### src/rtl/jtcps_obj_pkg.sv
// rtl/jtcps_obj_pkg.sv - shared types, field positions and helpers for the object scanner
package jtcps_obj_pkg;

    typedef enum logic [2:0] {
        ST_IDLE  = 3'd0,
        ST_FETCH = 3'd1,
        ST_EVAL  = 3'd2,
        ST_ZONE  = 3'd3,
        ST_ISSUE = 3'd4,
        ST_DONE  = 3'd5
    } state_t;

    // attr word field positions
    localparam int ATTR_TM    = 12;   // tile_m, 4 bits
    localparam int ATTR_TN    = 8;    // tile_n, 4 bits
    localparam int ATTR_NOOFF = 7;
    localparam int ATTR_VFLIP = 6;
    localparam int ATTR_HFLIP = 5;

    // hardware position offsets of the object layer
    localparam logic [9:0] OBJ_YOFS = 10'h10;
    localparam logic [9:0] OBJ_XOFS = 10'h40;

    // attr[15:8] value that terminates the table
    localparam logic [7:0] END_MARK = 8'hFF;

    // first idle channel after 'last', wrapping over nch channels
    function automatic logic [1:0] rr_pick(input logic [3:0] idle,
                                           input logic [1:0] last,
                                           input int         nch);
        logic [1:0] pick;
        logic       found;
        logic [1:0] idx2;
        int         idx;
        pick  = last;
        found = 1'b0;
        for (int k = 1; k <= 4; k++) begin
            idx  = (int'(last) + k) % nch;
            idx2 = 2'(idx);
            if (!found && k <= nch && idle[idx2]) begin
                pick  = idx2;
                found = 1'b1;
            end
        end
        return pick;
    endfunction

endpackage

### src/rtl/jtcps_obj_zone.sv
// rtl/jtcps_obj_zone.sv - registered vertical zone test and tile code expansion
module jtcps_obj_zone (
    input  logic        clk,
    input  logic        rst_n,
    input  logic [8:0]  vrenderf,
    input  logic [9:0]  obj_y,
    input  logic [3:0]  tile_m,
    input  logic        vflip,
    input  logic [3:0]  n,
    input  logic [15:0] code,
    output logic        inzone,
    output logic [3:0]  vsub,
    output logic [15:0] code_mn
);

    logic [9:0] d;
    logic [9:0] lim;
    logic [3:0] row;

    // line distance into the object, its height in lines and the tile row hit
    always_comb begin
        d   = {1'b0, vrenderf} - obj_y;
        lim = {1'b0, {1'b0, tile_m} + 5'd1, 4'd0};
        row = vflip ? tile_m - d[7:4] : d[7:4];
    end

    // nibble adds wrap inside their nibble, matching the tile ROM layout
    always_ff @(posedge clk or negedge rst_n) begin
        if (!rst_n) begin
            inzone  <= 1'b0;
            vsub    <= 4'd0;
            code_mn <= 16'd0;
        end else begin
            inzone  <= d < lim;
            vsub    <= d[3:0] ^ {4{vflip}};
            code_mn <= {code[15:8], code[7:4] + row, code[3:0] + n};
        end
    end

endmodule

### src/rtl/jtcps_obj_scan_mc.sv
// rtl/jtcps_obj_scan_mc.sv - per-line object table scanner feeding NCH tile drawers
module jtcps_obj_scan_mc
    import jtcps_obj_pkg::*;
#(
    parameter int AW      = 10,
    parameter int NCH     = 2,
    parameter int RD_LAT  = 1,
    parameter int MAXTILE = 256,
    localparam int CW     = $clog2(MAXTILE + 1)
)(
    input  logic           clk,
    input  logic           rst_n,
    input  logic           flip,
    input  logic [8:0]     vrender,
    input  logic           start,
    input  logic [9:0]     off_x,
    input  logic [9:0]     off_y,
    output logic [AW-1:0]  table_addr,
    input  logic [15:0]    table_x,
    input  logic [15:0]    table_y,
    input  logic [15:0]    table_code,
    input  logic [15:0]    table_attr,
    output logic [NCH-1:0] dr_start,
    input  logic [NCH-1:0] dr_idle,
    output logic [15:0]    dr_code,
    output logic [15:0]    dr_attr,
    output logic [8:0]     dr_hpos,
    output logic [2:0]     dr_prio,
    output logic [1:0]     dr_bank,
    output logic           line_done,
    output logic           overflow,
    output logic [CW-1:0]  tile_cnt
);

    state_t      state;
    logic        start_l;
    logic [8:0]  vrf;
    logic [1:0]  lat_cnt;
    logic [9:0]  obj_x, obj_y;
    logic [3:0]  tile_n, tile_m, n, npos;
    logic        vflip, hflip;
    logic [15:0] code;
    logic [7:0]  attr_lo;
    logic [2:0]  prio;
    logic [1:0]  bank;
    logic        ovf_pend;
    logic [1:0]  last_ch;

    logic        z_inzone;
    logic [3:0]  z_vsub;
    logic [15:0] z_code_mn;

    logic        start_edge;
    logic [9:0]  eff_x;
    logic [3:0]  idle4;
    logic [1:0]  pick;
    logic [3:0]  pick_oh;
    logic        any_idle;
    logic        cnt_full;
    logic        unused_bits;

    assign unused_bits = ^{table_x[12:10], table_y[12:10]};

    jtcps_obj_zone u_zone (
        .clk      (clk),
        .rst_n    (rst_n),
        .vrenderf (vrf),
        .obj_y    (obj_y),
        .tile_m   (tile_m),
        .vflip    (vflip),
        .n        (n),
        .code     (code),
        .inzone   (z_inzone),
        .vsub     (z_vsub),
        .code_mn  (z_code_mn)
    );

    // edge detect, tile position and drawer channel selection
    always_comb begin
        start_edge       = start & ~start_l;
        eff_x            = obj_x + {2'b00, npos, 4'd0};
        idle4            = 4'd0;
        idle4[NCH-1:0]   = dr_idle;
        any_idle         = |idle4;
        pick             = rr_pick(idle4, last_ch, NCH);
        pick_oh          = 4'b0001 << pick;
        cnt_full         = tile_cnt == CW'(MAXTILE);
    end

    // scan FSM; a start edge restarts from entry 0 whatever the state.
    // The round-robin pointer restarts each line so channel 0 is preferred first.
    always_ff @(posedge clk or negedge rst_n) begin
        if (!rst_n) begin
            state      <= ST_IDLE;
            start_l    <= 1'b0;
            vrf        <= 9'd0;
            lat_cnt    <= 2'd0;
            obj_x      <= 10'd0;
            obj_y      <= 10'd0;
            tile_n     <= 4'd0;
            tile_m     <= 4'd0;
            n          <= 4'd0;
            npos       <= 4'd0;
            vflip      <= 1'b0;
            hflip      <= 1'b0;
            code       <= 16'd0;
            attr_lo    <= 8'd0;
            prio       <= 3'd0;
            bank       <= 2'd0;
            ovf_pend   <= 1'b0;
            last_ch    <= 2'(NCH - 1);
            table_addr <= '0;
            dr_start   <= '0;
            dr_code    <= 16'd0;
            dr_attr    <= 16'd0;
            dr_hpos    <= 9'd0;
            dr_prio    <= 3'd0;
            dr_bank    <= 2'd0;
            line_done  <= 1'b0;
            overflow   <= 1'b0;
            tile_cnt   <= '0;
        end else begin
            start_l   <= start;
            dr_start  <= '0;
            line_done <= 1'b0;
            if (start_edge) begin
                table_addr <= '0;
                tile_cnt   <= '0;
                overflow   <= 1'b0;
                ovf_pend   <= 1'b0;
                last_ch    <= 2'(NCH - 1);
                vrf        <= vrender ^ {1'b0, {8{flip}}};
                lat_cnt    <= 2'd0;
                state      <= ST_FETCH;
            end else begin
                case (state)
                    ST_IDLE: ;
                    ST_FETCH: begin
                        if (lat_cnt == 2'(RD_LAT - 1)) begin
                            state <= ST_EVAL;
                        end else begin
                            lat_cnt <= lat_cnt + 2'd1;
                        end
                    end
                    ST_EVAL: begin
                        if (table_y[15] || table_attr[15:8] == END_MARK) begin
                            state <= ST_DONE;
                        end else begin
                            obj_y   <= table_y[9:0] + OBJ_YOFS -
                                       (table_attr[ATTR_NOOFF] ? 10'd0 : off_y);
                            obj_x   <= table_x[9:0] + OBJ_XOFS -
                                       (table_attr[ATTR_NOOFF] ? 10'd0 : off_x);
                            tile_n  <= table_attr[ATTR_TN +: 4];
                            tile_m  <= table_attr[ATTR_TM +: 4];
                            vflip   <= table_attr[ATTR_VFLIP];
                            hflip   <= table_attr[ATTR_HFLIP];
                            n       <= 4'd0;
                            npos    <= table_attr[ATTR_HFLIP] ? table_attr[ATTR_TN +: 4] : 4'd0;
                            code    <= table_code;
                            attr_lo <= table_attr[7:0];
                            prio    <= table_x[15:13];
                            bank    <= table_y[14:13];
                            state   <= ST_ZONE;
                        end
                    end
                    ST_ZONE: state <= ST_ISSUE;
                    ST_ISSUE: begin
                        if (!z_inzone) begin
                            if (&table_addr) begin
                                state <= ST_DONE;
                            end else begin
                                table_addr <= table_addr + 1'b1;
                                lat_cnt    <= 2'd0;
                                state      <= ST_FETCH;
                            end
                        end else if (eff_x[9] || cnt_full || any_idle) begin
                            if (!eff_x[9]) begin
                                if (cnt_full) begin
                                    ovf_pend <= 1'b1;
                                end else begin
                                    dr_start <= pick_oh[NCH-1:0];
                                    dr_code  <= z_code_mn;
                                    dr_attr  <= {4'd0, z_vsub, attr_lo};
                                    dr_hpos  <= eff_x[8:0] - 9'd1;
                                    dr_prio  <= prio;
                                    dr_bank  <= bank;
                                    tile_cnt <= tile_cnt + CW'(1);
                                    last_ch  <= pick;
                                end
                            end
                            if (n != tile_n) begin
                                n     <= n + 4'd1;
                                npos  <= hflip ? npos - 4'd1 : npos + 4'd1;
                                state <= ST_ZONE;
                            end else if (&table_addr) begin
                                state <= ST_DONE;
                            end else begin
                                table_addr <= table_addr + 1'b1;
                                lat_cnt    <= 2'd0;
                                state      <= ST_FETCH;
                            end
                        end
                    end
                    ST_DONE: begin
                        line_done <= 1'b1;
                        overflow  <= ovf_pend;
                        state     <= ST_IDLE;
                    end
                    default: state <= ST_IDLE;
                endcase
            end
        end
    end

endmodule

### config.mk
export PLATFORM = sky130hd
export DESIGN_NAME = jtcps_obj_scan_mc
export DESIGN_NICKNAME = d
export VERILOG_FILES = /design/src/rtl/jtcps_obj_pkg.sv /design/src/rtl/jtcps_obj_zone.sv /design/src/rtl/jtcps_obj_scan_mc.sv
export SDC_FILE = /design/constraint.sdc
export NUM_CORES = 1
export LEC_CHECK = 0
export ABC_AREA = 1
export BUFFER_PORTS_ARGS = -buffer_cell sky130_fd_sc_hd__clkbuf_2
export CAP_MARGIN = 5
export CORE_UTILIZATION = 40
export DETAILED_ROUTE_END_ITERATION = 10
export PLACE_DENSITY = 0.66
export SYNTH_ARGS = -nofsm -noshare
export SYNTH_HDL_FRONTEND = slang
export SYNTH_SLANG_ARGS = --single-unit
### constraint.sdc
create_clock -name clk -period 7.5 [get_ports clk]
set_clock_uncertainty 0.2 [all_clocks]
set_input_delay 0.75 -clock clk [delete_from_list [all_inputs] [get_ports clk]]
set_output_delay 0.75 -clock clk [all_outputs]
set_load 0.03 [all_outputs]
# After elaboration in Yosys (flattened, before gate mapping)
# Cells that the tools add are included.
# Widths: inputs -> output; s select.
[totals]
register_bits = 171
[op_classes]
n_lt_le_gt_ge = 3
n_shift = 1
n_reduce_logical = 24
mux = 71
eq_ne = 21
addsub = 19
bitwise_logic = 10
[ops]
columns = ["operator", "count"]
rows = [
  ["$mux 10", 8],
  ["$mux 9", 6],
  ["$mux 4", 11],
  ["$mux 2", 20],
  ["$mux 3", 7],
  ["$sub 10x10->10", 2],
  ["$pmux 4 s2", 2],
  ["$pmux 3 s5", 1],
  ["$mux 1", 13],
  ["$ne 2x2->1 const B", 6],
  ["$ne 3x3->1 const B", 4],
  ["$reduce_and 6->1", 2],
  ["$reduce_bool 2->1", 6],
  ["$add 10x1->10 const B", 1],
  ["$add 10x5->10 const B", 1],
  ["$add 10x7->10 const B", 1],
  ["$add 10x8->10", 1],
  ["$lt 10x9->1", 1],
  ["$reduce_and 10->1", 1],
  ["$reduce_and 5->1", 2],
  ["$sub 9x10->10", 1],
  ["$add 9x1->9 const B", 1],
  ["$eq 9x9->1 const B", 1],
  ["$reduce_and 3->1", 3],
  ["other kinds (32)", 47],
]

# Logic depth before layout (Yosys ltp)
[depth]
ltp_word = 15
mapped_depth = 26
depth_no_buf = 26

# Modules after synthesis
# Synthesis repeated with hierarchy kept, for this count alone.
[hier_totals]
hier_cells = 1162
hier_area_um2 = 9579.2
[modules_own_cells]
columns = ["mod", "seq_area_each_um2", "instances", "cells_each", "area_per_inst_um2"]
rows = [
  ["jtcps_obj_scan_mc", 3704.8, 1, 969, 7951.4],
  ["jtcps_obj_zone", 525.5, 1, 193, 1627.8],
]

# Worst setup path before layout
# OpenSTA, ideal clock, no wires.
[synth_path]
path_kind = "reg-to-reg"
start = "reg vrf[0]"
end = "reg u_zone.code_mn[7]"
required_time_ps = 7187
synth_period_minus_slack_ps = 3833
setup_ps = 113
arrival_time_ps = 3520
stages_incl_launch_ff = 24
slack_ps = 3667
path_cell_list = "dfrtp_1 > inv_1 > ha_1 > inv_1 > fa_1 > a31o_2 > or2_2 > nand2_1 > inv_1 > ha_1 > fa_1 > or2_2 > a21oi_1 > a21oi_1 > ha_1 > a21oi_1 > a21o_1 > nand2_1 > inv_1 > nand2_1 > nand2_1 > nand2_1 > nand2_1 > inv_1"
[synth_between]
elab_chain_cells = 4
[synth_lines]
columns = ["element", "line", "text"]
rows = [
  ["start, declared", "jtcps_obj_scan_mc.sv:37", "logic [8:0] vrf;"],
  ["start signal, assigned", "jtcps_obj_scan_mc.sv:132", "vrf <= vrender ^ {1'b0, {8{flip}}};"],
  ["$sub 9x10->10 *", "jtcps_obj_zone.sv:22", "d = {1'b0, vrenderf} - obj_y;"],
  ["$sub 4x4->4", "jtcps_obj_zone.sv:24", "row = vflip ? tile_m - d[7:4] : d[7:4];"],
  ["$mux 4 *", "jtcps_obj_zone.sv:24", ""],
  ["$add 4x4->4 *", "jtcps_obj_zone.sv:36", "code_mn <= {code[15:8], code[7:4] + row, code[3:0] + n};"],
  ["end signal, assigned", "jtcps_obj_zone.sv:36", ""],
  ["end, declared", "jtcps_obj_zone.sv:13", "output logic [15:0] code_mn"],
]
# Every way passes the cells marked *; elsewhere a longest branch is shown, timed or not.
# A chain may end at the register's enable or synchronous reset.

# Final worst setup path
# Same ends and word-level chain as after synthesis.

==> results by group <==
STA
  – Final Cycle Share: 0.5445
  – Setup_tns: 0 ps
  – Worst slew margin: 0.3028
  – Final setup violation count: 0
  – FMAX: 244.9 MHz
  – Hold Violations, Final: 0
  – RSZ-0062 raised after global routing: false
  – Hold WS: 123.6 ps
  – Final Critical Period: 4083 ps
  – Worst Tran Pin Value: 1032 ps
  – Pins over their slew limit: 0

Synthesis
  – Mapped Area: 9473 sq um
  – Primary FF master, synth: dfrtp_1
  – Synth area leader: dfrtp_1
  – Post-synth ARST share: 1.000
  – Library cells used by synthesis: 40
  – Mapped Cells: 1147
  – Top-area cell type share of the netlist area: 0.4412
  – #FFs+latches synth: 168
  – Number of synthesized flops with an enable pin: 0
  – Post-synthesis sequential area ratio: 0.4439
  – Ys Warns: 0
  – Syn_area_per_cell: 8.259 sq um
  – Top cells by area, synth: dfrtp_1 44%, nand2_1 16%, ha_1 9.2%

Critical path
  – Critical path class: flip-flop to flip-flop
  – Crit path largest cell delay: 420 ps
  – R2R setup slack: 3420 ps
  – Top Family by Delay on Critical Path: adder cells
  – Crit start category: flip-flop
  – CP Max Fanout: 3
  – Worst Setup SP: vrf[0]
  – Reg-to-reg endpoint: u_zone.code_mn[7]
  – CP arrival: 4210 ps
  – Worst Reg2Reg Path Length in Cells: 22
  – CP endpoint: u_zone.code_mn[7]
  – Crit path top cell by count: nand2_1
  – WP data required: 7620 ps
  – Critical path cell sequence: inv_1, ha_1, inv_1, fa_1, a31o_2, or2_2, nand2_1, inv_1, ha_1, fa_1, or2_2, a21oi_1, a21oi_1, ha_1, nand3_1, a21o_1, nand2_1, nand3_1, nand2_1, nand2_1, nand2_1, inv_1
  – Reg-to-Reg Start: vrf[0]
  – CP bufs+invs: 4
  – Slowest-stage cell, CP: fa_1
  – Critical path endpoint category: flip-flop
  – Crit path depth: 22

Routing
  – Via Count: 7593
  – DRC: 0
  – Wire per inst: 12.84 um
  – Final WL: 20810 um
  – Vias per cell: 4.684
  – First-pass DRT Iterations: 4
  – DRT iter0 DRCs: 424
  – DRT antenna net count: 0

Global route
  – Largest net degree at the start of global routing: 70
  – First-pass GRT wire length: 34950 um
  – Number of global-route vias before repair: 7201
  – Global-route congestion overflow total: 0
  – Initial antenna violation count: 1
  – Gr usage total: 0.1818

Clocking
  – Post-CTS Hold Buffers: 0
  – CTS tree: built
  – Number of buffers created by CTS: 17
  – Post-CTS setup buffer count: 0
  – Clock buffer depth: 2
  – Clk Latency, worst-skew pair: 430 ps
  – Post-CTS sizing: 0
  – Clock Sinks: 168
  – Clock transition at path regs: 70 ps
  – Clock Root Buffer: clkbuf_16
  – Htree depth: 4

Finish
  – Post-Layout Cell Count: 1621
  – Area Growth Syn to Fin: 16.68%
  – Nets: 1471
  – Final Util: 0.4823
  – Fraction of layout cells with a size suffix above 1: 0.1699
  – Fill cell count: 2254
  – Reg area: 4205 sq um
  – Finished Cell Area: 11050 sq um
  – Multi-input gate area in the final layout: 4604 sq um

Flow run
  – Max-Cap Viols: 0

Die
  – Die X: 155.9 um
  – Core area: 22920 sq um
  – Top-Level Pins: 168
  – Initial cell density of the core: 0.4134
  – Die footprint: 24300 sq um
  – Die Ht: 155.9 um
  – Std-Cell Rows: 55

Power and ir drop
  – PwrDens: 351.3 nW/um^2
  – VDD IR max: 163.4 uV
  – Leakage: 5.983 nW

Place
  – Dpl hpwl: 14920 um
  – GPL Wtd Cong: 0.8249
  – DP Area: 10460 sq um
  – Buffers on Ports: 157
  – Inst Count DP: 1588

Worst hold path
  – Worst hold path class: primary input to async pin

Status
  – Outcome: finished clean
placed cells by master, fill, tap and decap left out, types with 4 or more instances in the layout:
cell type	synthesis	layout
a21oi_1	32	32
buf_4	11	5
clkbuf_16	0	17
clkbuf_2	0	156
conb_1	1	4
dfrtp_1	167	167
fa_1	8	8
ha_1	70	70
inv_1	106	106
inv_2	4	4
nand2_1	392	392
nand2_2	5	5
nand3_1	61	61
nand4_1	21	21
nor2_1	63	63
nor3_1	10	10
o21ai_0	70	70
o21bai_1	7	7
or2_2	5	5
xnor2_1	29	29
xor2_1	33	33
registers in the layout (all words and copies together) (netlist names), 2 cells and up:
signal          flops
vrf                 9
dr_prio             3
dr_attr            12
lat_cnt             2
prio                3
dr_code            16
tile_m              4
dr_bank             2
obj_y              10
attr_lo             8
n                   4
bank                2
dr_hpos             9
dr_start            2
u_zone.code_mn     16
table_addr         10
state               3
tile_cnt            9
code               16
tile_n              4
u_zone.vsub         4
obj_x              10
npos                4
worst register-to-register path: cells and delay by family (launching register included):
family | cells | cell delay, ps
AO/OA/AOI/OAI | 4 | 600
flip-flops | 1 | 400
AND/OR/NAND/NOR | 9 | 1110
adder cells (fa/ha/maj) | 5 | 1470
buffers and inverters | 4 | 200
kinds of logic after synthesis:
kind of cell	Yosys count	synth area share
compound gates	119	0.06802
flops	168	0.4439
fa+ha+maj	78	0.1094
other cells	1	0.0003959
simple gates	569	0.2498
buf+inv	150	0.07119
xor+xnor	62	0.05732
through the flow:
step / setup slack, ps / total power, mW
2_1_floorplan: 3667 / 2.615
3_3_place_gp: 3429 / 2.971
3_5_place_dp: 3388 / 3.020
4_1_cts: 3385 / 3.933
5_1_grt: 3134 / 4.226
6_report: 3417 / 3.883
worst min path at each step:
| stage | start | endpoint | slack, ps | depth (start not counted) |
|---|---|---|---|---|
| after floorplan | code[10] | u_zone.code_mn[10] | 150 | 0 |
| after global placement | code[14] | u_zone.code_mn[14] | 160 | 0 |
| after detailed placement | code[8] | u_zone.code_mn[8] | 160 | 0 |
| after CTS | rst_n | attr_lo[2] | 140 | 1 |
| after global routing | rst_n | attr_lo[2] | 160 | 1 |
| final | rst_n | attr_lo[2] | 120 | 1 |
power breakdown:
group / total [mW] / internal (mW) / switching, mW
sequential: 1.42 / 1.21 / 0.206
combinational: 1.58 / 0.612 / 0.970
clock: 0.885 / 0.520 / 0.366
metal layers:
layer	up-vias	track usage	part of all wire
met3	19	0.03056	0.036
met1	3475	0.2398	0.48
met5	-	0	0
met4	0	0.05976	0.015
li1	3939	-	-
met2	160	0.3025	0.47
cell usage after synthesis, types with 2 or more instances:
cell	number
a21oi_1	32
buf_2	5
buf_4	11
buf_6	8
clkbuf_1	13
dfrtp_1	167
fa_1	8
ha_1	70
inv_1	106
inv_2	4
nand2_1	392
nand2_2	5
nand2_4	2
nand3_1	61
nand3_2	2
nand4_1	21
nor2_1	63
nor2_2	3
nor3_1	10
nor4_1	2
o21a_1	3
o21ai_0	70
o21ai_2	2
o21bai_1	7
or2_2	5
xnor2_1	29
xor2_1	33
cell type report:
type                       instances  area share
antenna                            1   0.0002264
clock buffer                      23     0.04324
clock inverter                     9     0.01030
inverter                         113     0.03871
multi-input combinational        832      0.4166
sequential                       168      0.3805
tap                              313     0.03543
timing repair buffer             162     0.07505
Note: power is estimated with default switching activity, not from simulation.
